File: src/rtl/ultrasonido_disparo_if.sv
// Sensor-side signal bundle for the HC-SR04 measurement sequencer.
// The master drives START/ECHO; the slave (sequencer) drives the status outputs.
interface ultrasonido_disparo_if;
    logic START;
    logic ECHO;
    logic TRIGGER;
    logic ENABLE;
    logic DONE;
    logic TIMEOUT;
    logic BUSY;

    modport master (
        output START,
        output ECHO,
        input  TRIGGER,
        input  ENABLE,
        input  DONE,
        input  TIMEOUT,
        input  BUSY
    );

    modport slave (
        input  START,
        input  ECHO,
        output TRIGGER,
        output ENABLE,
        output DONE,
        output TIMEOUT,
        output BUSY
    );
endinterface

File: src/rtl/ultrasonido_disparo.sv
// HC-SR04 measurement sequencer: fires TRIGGER, synchronises ECHO, gates contador via ENABLE,
// flags missing/overlong echoes as TIMEOUT and repeats every PERIOD_CYCLES while START is high.
module ultrasonido_disparo #(
    parameter int TRIG_CYCLES    = 10,
    parameter int TIMEOUT_CYCLES = 30000,
    parameter int PERIOD_CYCLES  = 60000,
    parameter int CNT_W          = 16
) (
    input  logic                  CLKOUT,
    input  logic                  reset,
    ultrasonido_disparo_if.slave  bus,
    output logic [2:0]            state_o
);

    typedef enum logic [2:0] {
        S_IDLE      = 3'd0,
        S_TRIG      = 3'd1,
        S_WAIT_RISE = 3'd2,
        S_WAIT_FALL = 3'd3,
        S_HOLDOFF   = 3'd4
    } state_e;

    localparam logic [CNT_W-1:0] TRIG_LAST   = CNT_W'(TRIG_CYCLES - 1);
    localparam logic [CNT_W-1:0] TMO_LAST    = CNT_W'(TIMEOUT_CYCLES - 1);
    localparam logic [CNT_W-1:0] PERIOD_LAST = CNT_W'(PERIOD_CYCLES - 1);

    state_e             state_q, state_d;
    logic [CNT_W-1:0]   period_cnt_q, period_cnt_d;
    logic [CNT_W-1:0]   tmo_cnt_q, tmo_cnt_d;
    logic               echo_meta_q, echo_s_q, echo_d_q;
    logic               trigger_q, enable_q, done_q, timeout_q, busy_q;
    logic               done_d, timeout_d;
    logic               echo_rise, echo_fall, tmo_hit;

    // ECHO is asynchronous to CLKOUT: two flops for metastability, a third for edge detection.
    always_ff @(posedge CLKOUT or negedge reset) begin
        if (!reset) begin
            echo_meta_q <= 1'b0;
            echo_s_q    <= 1'b0;
            echo_d_q    <= 1'b0;
        end else begin
            echo_meta_q <= bus.ECHO;
            echo_s_q    <= echo_meta_q;
            echo_d_q    <= echo_s_q;
        end
    end

    assign echo_rise = echo_s_q & ~echo_d_q;
    assign echo_fall = ~echo_s_q & echo_d_q;
    assign tmo_hit   = (tmo_cnt_q == TMO_LAST);

    always_comb begin
        state_d   = state_q;
        done_d    = 1'b0;
        timeout_d = timeout_q;
        case (state_q)
            S_IDLE: begin
                if (bus.START) state_d = S_TRIG;
            end
            S_TRIG: begin
                timeout_d = 1'b0;
                if (period_cnt_q == TRIG_LAST) state_d = S_WAIT_RISE;
            end
            S_WAIT_RISE: begin
                if (tmo_hit) begin
                    state_d   = S_HOLDOFF;
                    done_d    = 1'b1;
                    timeout_d = 1'b1;
                end else if (echo_rise) begin
                    state_d = S_WAIT_FALL;
                end
            end
            S_WAIT_FALL: begin
                // A timeout wins over a fall seen in the same cycle.
                if (tmo_hit) begin
                    state_d   = S_HOLDOFF;
                    done_d    = 1'b1;
                    timeout_d = 1'b1;
                end else if (echo_fall) begin
                    state_d = S_HOLDOFF;
                    done_d  = 1'b1;
                end
            end
            S_HOLDOFF: begin
                if (period_cnt_q == PERIOD_LAST) state_d = bus.START ? S_TRIG : S_IDLE;
            end
            default: state_d = S_IDLE;
        endcase
    end

    always_comb begin
        period_cnt_d = '0;
        if (state_d == S_TRIG && state_q != S_TRIG) begin
            period_cnt_d = '0;
        end else if (state_q != S_IDLE) begin
            period_cnt_d = period_cnt_q + CNT_W'(1);
        end
        tmo_cnt_d = '0;
        if (state_q == S_WAIT_RISE || state_q == S_WAIT_FALL) begin
            tmo_cnt_d = tmo_cnt_q + CNT_W'(1);
        end
    end

    always_ff @(posedge CLKOUT or negedge reset) begin
        if (!reset) begin
            state_q      <= S_IDLE;
            period_cnt_q <= '0;
            tmo_cnt_q    <= '0;
            trigger_q    <= 1'b0;
            enable_q     <= 1'b0;
            done_q       <= 1'b0;
            timeout_q    <= 1'b0;
            busy_q       <= 1'b0;
        end else begin
            state_q      <= state_d;
            period_cnt_q <= period_cnt_d;
            tmo_cnt_q    <= tmo_cnt_d;
            // TRIGGER trails the TRIG state by one cycle, so it can never overlap ENABLE.
            trigger_q    <= (state_q == S_TRIG);
            enable_q     <= (state_d == S_WAIT_FALL);
            done_q       <= done_d;
            timeout_q    <= timeout_d;
            busy_q       <= (state_d != S_IDLE);
        end
    end

    assign bus.TRIGGER = trigger_q;
    assign bus.ENABLE  = enable_q;
    assign bus.DONE    = done_q;
    assign bus.TIMEOUT = timeout_q;
    assign bus.BUSY    = busy_q;
    assign state_o     = state_q;

endmodule

File: src/flat_wrapper.sv
// flat-port wrapper written by rule: the top's interface ports become plain ports
module ultrasonido_disparo_flat 
#(
    parameter int TRIG_CYCLES    = 10,
    parameter int TIMEOUT_CYCLES = 30000,
    parameter int PERIOD_CYCLES  = 60000,
    parameter int CNT_W          = 16
)
  (CLKOUT, reset, state_o, bus_START, bus_ECHO, bus_TRIGGER, bus_ENABLE, bus_DONE, bus_TIMEOUT, bus_BUSY);
  ultrasonido_disparo_if bus_i ();
  input  logic CLKOUT;
  input  logic reset;
  output logic [2:0] state_o;
  input wire logic [$bits(bus_i.START)-1:0] bus_START;
  input wire logic [$bits(bus_i.ECHO)-1:0] bus_ECHO;
  output wire logic [$bits(bus_i.TRIGGER)-1:0] bus_TRIGGER;
  output wire logic [$bits(bus_i.ENABLE)-1:0] bus_ENABLE;
  output wire logic [$bits(bus_i.DONE)-1:0] bus_DONE;
  output wire logic [$bits(bus_i.TIMEOUT)-1:0] bus_TIMEOUT;
  output wire logic [$bits(bus_i.BUSY)-1:0] bus_BUSY;
  assign bus_i.START = bus_START;
  assign bus_i.ECHO = bus_ECHO;
  assign bus_TRIGGER = bus_i.TRIGGER;
  assign bus_ENABLE = bus_i.ENABLE;
  assign bus_DONE = bus_i.DONE;
  assign bus_TIMEOUT = bus_i.TIMEOUT;
  assign bus_BUSY = bus_i.BUSY;
  ultrasonido_disparo #(.TRIG_CYCLES(TRIG_CYCLES), .TIMEOUT_CYCLES(TIMEOUT_CYCLES), .PERIOD_CYCLES(PERIOD_CYCLES), .CNT_W(CNT_W)) u_core (.CLKOUT(CLKOUT), .reset(reset), .bus(bus_i), .state_o(state_o));
endmodule
File: config.mk
export PLATFORM = sky130hd
export DESIGN_NAME = ultrasonido_disparo_flat
export DESIGN_NICKNAME = d
export VERILOG_FILES = /design/src/rtl/ultrasonido_disparo_if.sv /design/src/rtl/ultrasonido_disparo.sv /design/src/flat_wrapper.sv
export SDC_FILE = /design/constraint.sdc
export NUM_CORES = 1
export LEC_CHECK = 0
export ABC_AREA = 1
export CORE_MARGIN = 10
export CORE_UTILIZATION = 55
export CTS_CLUSTER_SIZE = 16
export DETAILED_ROUTE_END_ITERATION = 7
export PLACE_DENSITY = 0.79
export SLEW_MARGIN = 20
export SYNTH_ARGS = -nofsm -noshare
export SYNTH_HDL_FRONTEND = slang
export SYNTH_SLANG_ARGS = --single-unit
export TNS_END_PERCENT = 30
File: constraint.sdc
create_clock -name CLKOUT -period 1.8 [get_ports CLKOUT]
set_input_delay 0.36 -clock CLKOUT [delete_from_list [all_inputs] [get_ports CLKOUT]]
set_output_delay 0.36 -clock CLKOUT [all_outputs]
set_load 0.01 [all_outputs]
==> results.toml <==
[clock_network]
cts.reportedPaths.clkPinSlew_ps = 90
htree_levels = 2
cts_buffer_depth = 2
cts_tree = "done"
clock_sinks = 43
cts-root-buf = "clkbuf_8"
clk_latency_ps = 310
numCtsBuffers = 5
post-cts-setup-buffer-count = 0

[synth]
synth.yosys.seq_area_share_pct = 45.8
syn_nets = 313
synth_cell_type_count = 27
yosysWarnings = 0
ys_ff_latch = 43
synthCells = 306
avgSynthCellArea_sq_um = 7.68
synth_area_sq_um = 2350

[timing]
post-route-min-period_ps = 1740
clock_skew_ps = 11.1
tns_ps = 0
worst_slew_pin_slew_ps = 531
slew_headroom_pct = 64.6
post-route-period-util_pct = 96.6
slew_violations = 0
rsz0062_at_grt = "false"
setup_viol = 0
final_hold_viol_count = 0
setup_ws_ps = 61.2
max_freq_mhz = 575

[critical_path]
critPathKind = "reg2out"
worstPathCellList = "clkdlybuf4s50_1"
required_ps = 1440
cp_top_family = "buffers and inverters"
crit_path_top_delay_cell = "clkdlybuf4s50_1"
slowest_delay_ps = 580
path_max_fanout = 8
crit_path_end_kind = "output pin"
crit_path_start_kind = "register"
cp_data_arrival_time_ps = 1380
crit_buf_inv = 1

[drt]
first_iter_violations = 123
drc = 0
ant_nets = 0
routedWlPerCell_microns = 12.7
via_per_inst = 5.15
drt_pass1_iterations = 5
num_vias = 1931
routed_wirelength_mm = 4.78

[finish]
drive_gt1_share_pct = 12.9
final_cell_mix = "58 x nand2_1, 55 x nor2_1, 42 x dfrtp_1"
finalNetCount = 331
final_common_cell = "nand2_1"
area_growth_pct = 11.4
n_antenna_cell = 0

[global_route]
grt_first_pass_wirelength_mm = 8.40
antenna_found_initial = 0
grt_pass1_vias = 1809
grt_usage_pct = 13.9
globalRouteOverflowTotal = 0
grt_max_degree = 44

[floorplanning]
dieWidth_microns = 85.4
core_area_sq_um = 4060
initial_core_util_pct = 57.9
ioPinCount = 12
row_count = 23
die_area_sq_um = 7290
fp.dieH_microns = 85.4

[flow_run]
drv_cap = 0

[power_and_ir_drop]
power_w = 0.00164
cellLeakagePower_nw = 1.22
peakVddDrop_mv = 0.316
powerDensity_nw_per_um2 = 626

[placement]
gp_congestion = 0.922
place_ws_ps = 291
io_buffers = 11
place_hpwl_mm = 3.50

[run_status]
status = "completed"

[min_path]
worst_hold_path_type = "in2async"
[kinds of logic after synthesis]
kind of cell | count (synthesis) | share of synthesized area, %
XOR/XNOR | 8 | 2.98
AO/OA/AOI/OAI | 26 | 5.96
AND/OR/NAND/NOR | 177 | 35.8
adder cells (fa/ha/maj) | 3 | 1.60
buffers and inverters | 49 | 7.88
flip-flops | 43 | 45.8
[per-stage QoR]
| stage | instances | hold slack (ps) | instance area, sq um | util (%) |
|---|---|---|---|---|
| 2_1_floorplan | 306 | 64.4 | 2350 | - |
| 3_3_place_gp | 367 | 332 | 2520 | 62.2 |
| 3_5_place_dp | 367 | 336 | 2520 | 62.2 |
| 4_1_cts | 375 | 131 | 2620 | 64.5 |
| 5_1_grt | 375 | 165 | 2620 | 64.5 |
| 6_report | 375 | 117 | 2620 | 64.5 |
[timing repair]
action / 4_1_cts / 5_1_grt
resized for setup: 1 / 0
hold buffers: 0 / 0
hold endpoints to repair: 0 / 0
setup endpoints to repair: 1 / 0
[routing by layer]
layer | up-vias | part of all wire, % | GRT usage (%)
met2 | 46 | 43 | 21.8
met4 | 0 | 1.5 | 5.39
met5 | - | 0 | 0
met3 | 7 | 4.8 | 3.25
li1 | 1005 | - | -
met1 | 873 | 51 | 17.9
[power by group]
part / switching [W] / internal (W)
clock network: 0.000363 / 0.000278
logic: 0.0000216 / 0.00000735
registers: 0.00000121 / 0.000968
[worst paths after layout]
path	from	endpoint	slack [ps]	cells past startpoint
max	u_core.state_o[2]$_DFF_PN0_	state_o[2]	60	1
min	reset	u_core.tmo_cnt_q[6]$_DFF_PN0_	120	2
max reg2reg	u_core.period_cnt_q[0]$_DFF_PN0_	u_core.period_cnt_q[12]$_DFF_PN0_	260	9
min reg2reg	u_core.echo_meta_q$_DFF_PN0_	u_core.echo_s_q$_DFF_PN0_	350	0
max in group asynchronous	reset	u_core.state_o[2]$_DFF_PN0_	1300	2
min in group CLKOUT	u_core.echo_meta_q$_DFF_PN0_	u_core.echo_s_q$_DFF_PN0_	350	0
[Yosys cell counts]
cell type	instances	area share, %
nand2_1	58	9.3
nor2_1	55	8.8
dfrtp_1	43	46
inv_1	40	6.4
nand3_1	21	4.5
nor3_1	12	2.6
a21oi_1	11	2.3
o21ai_0	10	2.1
nand4_1	8	2.1
inv_2	6	0.96
nand2_2	6	1.6
xor2_1	6	2.2
nand3_2	4	1.7
nor2_2	4	1.1
nor3_2	4	1.7
ha_1	3	1.6
nor2_4	3	1.4
o21a_1	2	0.64
xnor2_1	2	0.75
a21oi_2	1	0.37
a31oi_1	1	0.27
buf_2	1	0.21
clkbuf_1	1	0.16
clkinv_1	1	0.16
nor3b_2	1	0.53
nor4_2	1	0.53
o21ai_1	1	0.21
[sequential cells by signal (all words and copies together) (netlist names)]
register	count
u_core.period_cnt_q	16
u_core.tmo_cnt_q	16
u_core.state_o	3
u_core.bus.BUSY	1
u_core.bus.DONE	1
u_core.bus.ENABLE	1
u_core.bus.TIMEOUT	1
u_core.bus.TRIGGER	1
u_core.echo_d_q	1
u_core.echo_meta_q	1
u_core.echo_s_q	1
[cell type report]
cell class / count / area [sq um]
clock buffers: 5 / 68.8
clock inverters: 3 / 23.8
fillers: 350 / 1440
inverters: 47 / 176
multi-input cells: 214 / 1090
flip-flops and latches: 43 / 1080
well taps: 50 / 62.6
repair buffers: 13 / 120
(Power assumes the default switching activity.)
